File: src/rtl/mul_pkg.sv
// Shared types and default widths for the mul_para datapath.
// norm_op_t carries the stage-1 decision of the normaliser into its shift stage.
package mul_pkg;

  localparam int MAN_W_DEF = 24;
  localparam int EXP_W_DEF = 10;
  localparam int LZC_W_DEF = $clog2(MAN_W_DEF);

  typedef struct packed {
    logic [MAN_W_DEF-1:0] man;
    logic [EXP_W_DEF-1:0] exp;
    logic [LZC_W_DEF-1:0] shift;
    logic                 sticky;
    logic                 zero;
    logic                 denorm;
    logic                 tiny;
  } norm_op_t;

endpackage

File: src/rtl/mul_norm_shl.sv
// Combinational left barrel shifter: one 2:1 mux rank per shift-amount bit.
// Zeros enter from the LSB side.
module mul_norm_shl #(
  parameter int MAN_W = 24,
  parameter int SH_W  = $clog2(MAN_W)
) (
  input  logic [MAN_W-1:0] i_data,
  input  logic [SH_W-1:0]  i_shift,
  output logic [MAN_W-1:0] o_data
);

  logic [MAN_W-1:0] w_stage [SH_W+1];

  assign w_stage[0] = i_data;

  for (genvar gi = 0; gi < SH_W; gi++) begin : g_rank
    assign w_stage[gi+1] = i_shift[gi] ? (w_stage[gi] << (2 ** gi)) : w_stage[gi];
  end

  assign o_data = w_stage[SH_W];

endmodule

File: src/rtl/mul_norm.sv
// Normalisation stage: stage 1 picks shift/exponent from the leading-zero count,
// stage 2 applies the shift. Two-deep valid/ready pipeline, one beat per cycle.
module mul_norm
  import mul_pkg::*;
#(
  parameter int MAN_W = MAN_W_DEF,
  parameter int LZC_W = $clog2(MAN_W),
  parameter int EXP_W = EXP_W_DEF
) (
  input  logic             clk,
  input  logic             rst,
  input  logic             in_valid,
  output logic             in_ready,
  input  logic [MAN_W-1:0] in_man,
  input  logic [LZC_W-1:0] in_lzc,
  input  logic [EXP_W-1:0] in_exp,
  input  logic             in_sticky,
  output logic             out_valid,
  input  logic             out_ready,
  output logic [MAN_W-1:0] out_man,
  output logic [EXP_W-1:0] out_exp,
  output logic             out_sticky,
  output logic             out_zero,
  output logic             out_denorm,
  output logic             out_tiny
);

  // The stage-1 register type is sized from the package defaults.
  if (MAN_W != MAN_W_DEF || EXP_W != EXP_W_DEF || LZC_W != LZC_W_DEF) begin : g_param_check
    $error("mul_norm: widths must match mul_pkg defaults");
  end

  localparam logic [LZC_W-1:0] LZC_MAX = LZC_W'(MAN_W - 1);

  logic                    w_s1_adv;
  logic                    w_s2_adv;
  logic                    w_zero;
  logic                    w_tiny;
  logic                    w_gt;
  logic [LZC_W-1:0]        w_lzc_c;
  logic signed [EXP_W:0]   w_exp_x;
  logic signed [EXP_W:0]   w_lzc_x;
  logic signed [EXP_W:0]   w_exp_diff;
  logic signed [EXP_W:0]   w_exp_m1;
  logic                    w_unused;
  norm_op_t                w_op;
  logic [MAN_W-1:0]        w_shl_man;

  logic                    r_s1_valid;
  norm_op_t                r_s1;
  logic                    r_s2_valid;
  logic [MAN_W-1:0]        r_man;
  logic [EXP_W-1:0]        r_exp;
  logic                    r_sticky;
  logic                    r_zero;
  logic                    r_denorm;
  logic                    r_tiny;

  assign w_s2_adv = !r_s2_valid || out_ready;
  assign w_s1_adv = !r_s1_valid || w_s2_adv;
  assign in_ready = w_s1_adv;

  // The detector reports an out-of-range count for all-zero input; clamp it.
  assign w_zero     = (in_man == '0);
  assign w_lzc_c    = (in_lzc > LZC_MAX) ? LZC_MAX : in_lzc;
  assign w_exp_x    = {in_exp[EXP_W-1], in_exp};
  assign w_lzc_x    = {{(EXP_W + 1 - LZC_W){1'b0}}, w_lzc_c};
  assign w_tiny     = w_exp_x[EXP_W] || (w_exp_x == '0);
  assign w_gt       = (w_exp_x > w_lzc_x);
  assign w_exp_diff = w_exp_x - w_lzc_x;
  assign w_exp_m1   = w_exp_x - {{EXP_W{1'b0}}, 1'b1};
  assign w_unused   = ^{w_exp_diff[EXP_W], w_exp_m1[EXP_W:LZC_W]};

  always_comb begin
    w_op        = '0;
    w_op.man    = in_man;
    w_op.sticky = in_sticky;
    w_op.zero   = w_zero;
    if (!w_zero) begin
      if (w_tiny) begin
        w_op.tiny = 1'b1;
        w_op.exp  = in_exp;
      end else if (w_gt) begin
        w_op.shift = w_lzc_c;
        w_op.exp   = w_exp_diff[EXP_W-1:0];
      end else begin
        // Only shift until the exponent reaches the subnormal floor.
        w_op.shift  = w_exp_m1[LZC_W-1:0];
        w_op.exp    = '0;
        w_op.denorm = 1'b1;
      end
    end
  end

  mul_norm_shl #(
    .MAN_W (MAN_W),
    .SH_W  (LZC_W)
  ) u_shl (
    .i_data  (r_s1.man),
    .i_shift (r_s1.shift),
    .o_data  (w_shl_man)
  );

  always_ff @(posedge clk) begin
    if (rst) begin
      r_s1_valid <= 1'b0;
      r_s1       <= '0;
      r_s2_valid <= 1'b0;
      r_man      <= '0;
      r_exp      <= '0;
      r_sticky   <= 1'b0;
      r_zero     <= 1'b0;
      r_denorm   <= 1'b0;
      r_tiny     <= 1'b0;
    end else begin
      if (w_s2_adv) begin
        r_s2_valid <= r_s1_valid;
        if (r_s1_valid) begin
          r_man    <= w_shl_man;
          r_exp    <= r_s1.exp;
          r_sticky <= r_s1.sticky;
          r_zero   <= r_s1.zero;
          r_denorm <= r_s1.denorm;
          r_tiny   <= r_s1.tiny;
        end
      end
      if (w_s1_adv) begin
        r_s1_valid <= in_valid;
        if (in_valid) begin
          r_s1 <= w_op;
        end
      end
    end
  end

  assign out_valid  = r_s2_valid;
  assign out_man    = r_man;
  assign out_exp    = r_exp;
  assign out_sticky = r_sticky;
  assign out_zero   = r_zero;
  assign out_denorm = r_denorm;
  assign out_tiny   = r_tiny;

endmodule
File: config.mk
export PLATFORM = sky130hd
export DESIGN_NAME = mul_norm
export DESIGN_NICKNAME = d
export VERILOG_FILES = /design/src/rtl/mul_pkg.sv /design/src/rtl/mul_norm_shl.sv /design/src/rtl/mul_norm.sv
export SDC_FILE = /design/constraint.sdc
export NUM_CORES = 1
export LEC_CHECK = 0
export CAP_MARGIN = 15
export CELL_PAD_IN_SITES_DETAIL_PLACEMENT = 0
export CELL_PAD_IN_SITES_GLOBAL_PLACEMENT = 1
export CORE_MARGIN = 2
export CORE_UTILIZATION = 40
export CTS_CLUSTER_SIZE = 20
export DETAILED_ROUTE_END_ITERATION = 7
export HOLD_SLACK_MARGIN = 0.06
export PLACE_DENSITY_LB_ADDON = 0.15
export RECOVER_POWER = 50
export SYNTH_ARGS = -nofsm -noshare
export SYNTH_HDL_FRONTEND = slang
export SYNTH_SLANG_ARGS = --single-unit
File: constraint.sdc
create_clock -name clk -period 3.22 [get_ports clk]
set_input_delay 0.644 -clock clk [delete_from_list [all_inputs] [get_ports clk]]
set_output_delay 0.644 -clock clk [all_outputs]
set_load 0.01 [all_outputs]
==> results of run 1 <==
## path summary, 6_finish.rpt
kind / from / endpoint / slack, ns / cells after the start
min reg2reg: out_man[9]$_SDFFE_PP0P_ / out_man[9]$_SDFFE_PP0P_ / 0.45 / 2
max: in_lzc[4] / r_s1[10]$_SDFFE_PP0P_ / 0.31 / 11
max reg2reg: r_s1[5]$_SDFFE_PP0P_ / out_man[15]$_SDFFE_PP0P_ / 0.44 / 6
min: out_man[9]$_SDFFE_PP0P_ / out_man[9]$_SDFFE_PP0P_ / 0.45 / 2
## cells by family after synthesis
kind of cell	count (synthesis)	share of synthesized area
adder cells (fa/ha/maj)	8	0.0235
buffers and inverters	45	0.0478
XOR/XNOR	4	0.00765
flip-flops	83	0.363
multiplexers	56	0.171
AND/OR/NAND/NOR	182	0.180
AO/OA/AOI/OAI	149	0.207
## power by group
| group | total [mW] | internal, mW | switching [mW] |
|---|---|---|---|
| Clock | 1.01 | 0.602 | 0.406 |
| Combinational | 0.465 | 0.223 | 0.242 |
| Sequential | 1.13 | 1.08 | 0.0522 |
## synthesized netlist by cell type, types with 3 or more instances
cell / n
mux2_2: 14
nor3_1: 11
mux2i_1: 25
a22o_1: 6
nand3_1: 3
nor4_1: 9
inv_1: 9
buf_2: 10
a221oi_1: 10
xnor2_1: 3
dfxtp_1: 83
nand2b_1: 3
a22oi_1: 13
nor2_1: 26
o21ai_0: 24
o31a_1: 4
ha_1: 7
and2_1: 4
or3_1: 3
clkbuf_1: 18
a21oi_1: 67
nand4_1: 4
nand2_1: 106
buf_6: 4
nand3b_1: 3
mux4_2: 16
## metrics by stage
| stage | hold WS (ns) | TNS [ns] |
|---|---|---|
| final | 0.448 | 0 |
| after global routing | 0.473 | 0 |
| after CTS | 0.453 | 0 |
| after detailed placement | 0.446 | -0.0104 |
| after global placement | 0.437 | 0 |
| after floorplan | 0.425 | 0 |
## layout make-up
class	instances	area share
Clock buffer	12	0.0407
Clock inverter	4	0.00882
Inverter	9	0.00581
Multi-Input combinational cell	399	0.464
Sequential cell	83	0.286
Tap cell	143	0.0308
Timing Repair Buffer	101	0.164
## routing by layer
layer	vias up	GRT usage	routed length, um	share of wire
met2	122	0.291	5210	0.42
met4	0	0.0583	133	0.011
met1	1912	0.314	6320	0.51
met5	-	0	0	0
li1	2083	-	-	-
met3	11	0.0388	646	0.052
## sequential cells by signal (all words and copies together) (netlist names)
register / flops
out_sticky: 1
out_exp: 10
out_zero: 1
out_valid: 1
r_s1_valid: 1
out_man: 24
out_tiny: 1
out_denorm: 1
r_s1: 43
## critical path, cell delays in order
cell and delay, ns:
clkdlybuf4s50_1 0.48, a21o_1 0.15, ha_1 0.16, inv_1 0.05
fa_1 0.41, a211oi_2 0.34, o21a_1 0.20, o31a_1 0.17
buf_4 0.18, nor4b_1 0.07, a221o_1 0.27
==> results.cfg, run 1 <==
[synth]
netlist.area_leader.share = 0.363
synth_cell_types = 55
syn_avg_cell_area_um2 = 8.69
syn_area_um2 = 4580
syn_nets = 579
synth_top_cell_by_area = dfxtp_1
ys.flop_type = dfxtp_1
synth-seq-cells = 83
synthTopCellsByArea = dfxtp_1 36%, nand2_1 8.7%, mux4_2 7.9%, a21oi_1 7.3%, mux2i_1 5.5%
netlist_instances = 527
synth_edf_count = 0
ys_seq_area_frac = 0.363
ys_warn_count = 0
synth-async-reset-ratio = 0

[floorplan]
rows = 39
die_x_um = 111
core_area_um2 = 11300
die-area_um2 = 12300
io_pins = 84
initial_core_util = 0.406
die_h_um = 111

[route]
vias_per_cell = 5.50
first_iter_violations = 356
drcViolationCount = 0
first_pass_iters = 6
wirelength_mm = 12.3
wl_per_cell_um = 16.4
detail-route-antenna-nets = 0
num_vias = 4128

[critical_path]
worst_ep_arrival_time_ns = 3.13
start_kind = primary input
crit_type = in -> reg
crit_path_end_kind = flop
crit_fanout = 8
critPathRequiredTime_ns = 3.44

[clocking]
path_clk_slew_ns = 0.06
ctsHoldBuffers = 0
cts-htree-levels = 3
ctsResizeCount = 0
clock_sinks = 83
post_cts_buffers = 0
cts_buffers = 9
cts-root-buf = clkbuf_16
cts_tree = done
clock_latency_ns = 0.34
cts_buffer_depth = 2

[grt]
grt_pass1_wl_mm = 20.2
antenna_found_initial = 0
grt_max_degree = 33
grt_pass1_vias = 3770
grtUsageTotal = 0.205
grt_overflow_total = 0

[placed_design]
place_inst = 735
post-place-ws_ns = -0.00767
dp_hpwl_mm = 9.41
place_area_um2 = 5530
io_buffers = 83
gp_congestion = 0.899

[power]
vdd_drop_max_uv = 308
power_mw = 2.60
powerDensity_nw_per_um2 = 448
p_leak_nw = 2.20

[final_layout]
fin_cells = 751
regArea_um2 = 1660
fin_util = 0.516
diodes = 0
drive_gt1_frac = 0.113
final_area_um2 = 5810
area_delta_synth_final_pct = 27.0
nets = 655
multiInputGateArea_um2 = 2700
nFillCells = 1129
final_cell_mix = 106 x nand2_1, 83 x dfxtp_1, 67 x a21oi_1, 42 x clkdlybuf4s50_1, 40 x dlygate4sd3_1
final_common_cell = nand2_1

[timing]
final_max_slew_viol_count = 0
clock_skew_ns = 0.00817
finalSetupViolations = 0
layout_setup_ws_ns = 0.309
max_freq_mhz = 343
relSlewSlack = 0.247
fin_crit_sh = 0.904
final_hold_viol_count = 0
rsz0062_at_grt = false
worstMarginPinSlew_ns = 1.13
period_needed_ns = 2.91

[job]
maxCapViolations = 0

[status]
outcome = finished, final reports clean

[min_path]
hold_path_class = reg -> reg
Power figures use the tool's default switching activity.
==> inputs of run 2 (changes only) <==
CAP_MARGIN = 10   (was 15)
CORE_MARGIN = 5   (was 2)
==> results.cfg, run 2 (synthesis results as in run 1) <==
[route]
wl_per_cell_um = 16.8
first_iter_violations = 277
route.layer.met1.wl_mm = 6.39
detail-route-antenna-nets = 0
vias_per_cell = 5.56
wl_met3_um = 701
num_vias = 4206
first_pass_iters = 5
top_layer_used = met4
drcViolationCount = 0
dr_wl_met2_mm = 5.42
wirelength_mm = 12.7

[critical_path]
start_kind = primary input
worst_ep_arrival_time_ns = 3.10
crit_fanout = 4
crit_type = in -> reg
critPathRequiredTime_ns = 3.39
crit_path_end_kind = flop

[timing]
relSlewSlack = 0.204
period_needed_ns = 2.92
finalSetupViolations = 0
worstMarginPinSlew_ns = 1.19
rsz0062_at_grt = false
setup_tns_ns = 0
fin_hold_ws_ns = 0.446
max_freq_mhz = 342
final_hold_viol_count = 0
fin_crit_sh = 0.908
final_max_slew_viol_count = 0
clock_skew_ns = 0.0110

[final_layout]
drive_gt1_frac = 0.124
largest_reg_flops = 43
area_delta_synth_final_pct = 28.0
nets = 662
final_common_cell = nand2_1
final_cell_mix = 106 x nand2_1, 83 x dfxtp_1, 67 x a21oi_1, 42 x clkdlybuf4s50_1, 40 x dlygate4sd3_1
diodes = 0
fin_util = 0.518
top_register = r_s1

[clocking]
cts-htree-levels = 3
path_clk_slew_ns = 0.06
cts_buffer_depth = 2
clock_sinks = 83
ctsHoldBuffers = 0
clock_latency_ns = 0.33
ctsResizeCount = 0
cts_tree = done
cts_buffers = 9
post_cts_buffers = 0
cts-root-buf = clkbuf_16

[floorplan]
io_pins = 84
die-area_um2 = 13700
rows = 39
die_x_um = 117
die_h_um = 117
initial_core_util = 0.404
core_area_um2 = 11300

[power]
vdd_drop_max_uv = 260
p_leak_nw = 2.23
powerDensity_nw_per_um2 = 449

[job]
maxCapViolations = 0

[placed_design]
io_buffers = 83
dp_hpwl_mm = 9.68
gp_congestion = 0.870

[min_path]
hold_path_class = reg -> reg

[grt]
grtUsageTotal = 0.190
grt_max_degree = 40
grt_pass1_vias = 3965
grt_overflow_total = 0
grt_pass1_wl_mm = 20.5
antenna_found_initial = 0

[status]
outcome = finished, final reports clean
run 2: changes by cell type in the layout (fill, tap and decap cells not counted), sizes merged:
cell      delta
buf          +4
clkbuf       +2
clkinvlp     -1
inv          +1
run 2: cell type report:
cell class	instances	area, um2
Inverter	9	33.8
Sequential cell	83	1660
Clock inverter	4	48.8
Clock buffer	11	243
Fill cell	1114	5460
Multi-Input combinational cell	399	2700
Timing Repair Buffer	108	998
Tap cell	143	179
run 2: worst max-delay path: stages:
cell	delay (ns)
clkdlybuf4s50_1	0.48
a21o_1	0.14
ha_1	0.17
inv_1	0.06
fa_1	0.41
a211oi_2	0.30
buf_4	0.16
o21ai_0	0.16
o31a_1	0.34
nor3_1	0.17
nor3_1	0.07
run 2: metal layers:
| layer | track usage | vias up |
|---|---|---|
| li1 | - | 2101 |
| met1 | 0.283 | 1960 |
| met2 | 0.280 | 131 |
| met3 | 0.0334 | 14 |
| met4 | 0.0612 | 0 |
| met5 | 0 | - |
run 2: report_power, final:
part	switching, mW	internal, mW	leakage (nW)	total [mW]
combinational	0.246	0.231	1.41	0.477
clock	0.407	0.618	0.146	1.03
sequential	0.0524	1.08	0.678	1.13
total	0.706	1.93	2.23	2.63
run 2: stage by stage:
step	setup WS [ns]	std cells	area (um2)	power [mW]
6_report	0.296	757	5860	2.63
5_1_grt	0.103	757	5860	2.75
4_1_cts	0.327	757	5880	2.65
3_5_place_dp	-0.0104	742	5590	1.63
3_3_place_gp	0.0476	742	5590	1.63
2_1_floorplan	0.564	527	4580	1.43
run 2: path summary, 6_finish.rpt:
check | cells after the start | end | slack, ns | from
min reg2reg | 2 | out_man[15]$_SDFFE_PP0P_ | 0.45 | out_man[15]$_SDFFE_PP0P_
min | 2 | out_man[15]$_SDFFE_PP0P_ | 0.45 | out_man[15]$_SDFFE_PP0P_
max | 11 | r_s1[17]$_SDFFE_PP0P_ | 0.30 | in_lzc[3]
max reg2reg | 6 | out_man[15]$_SDFFE_PP0P_ | 0.41 | r_s1[5]$_SDFFE_PP0P_
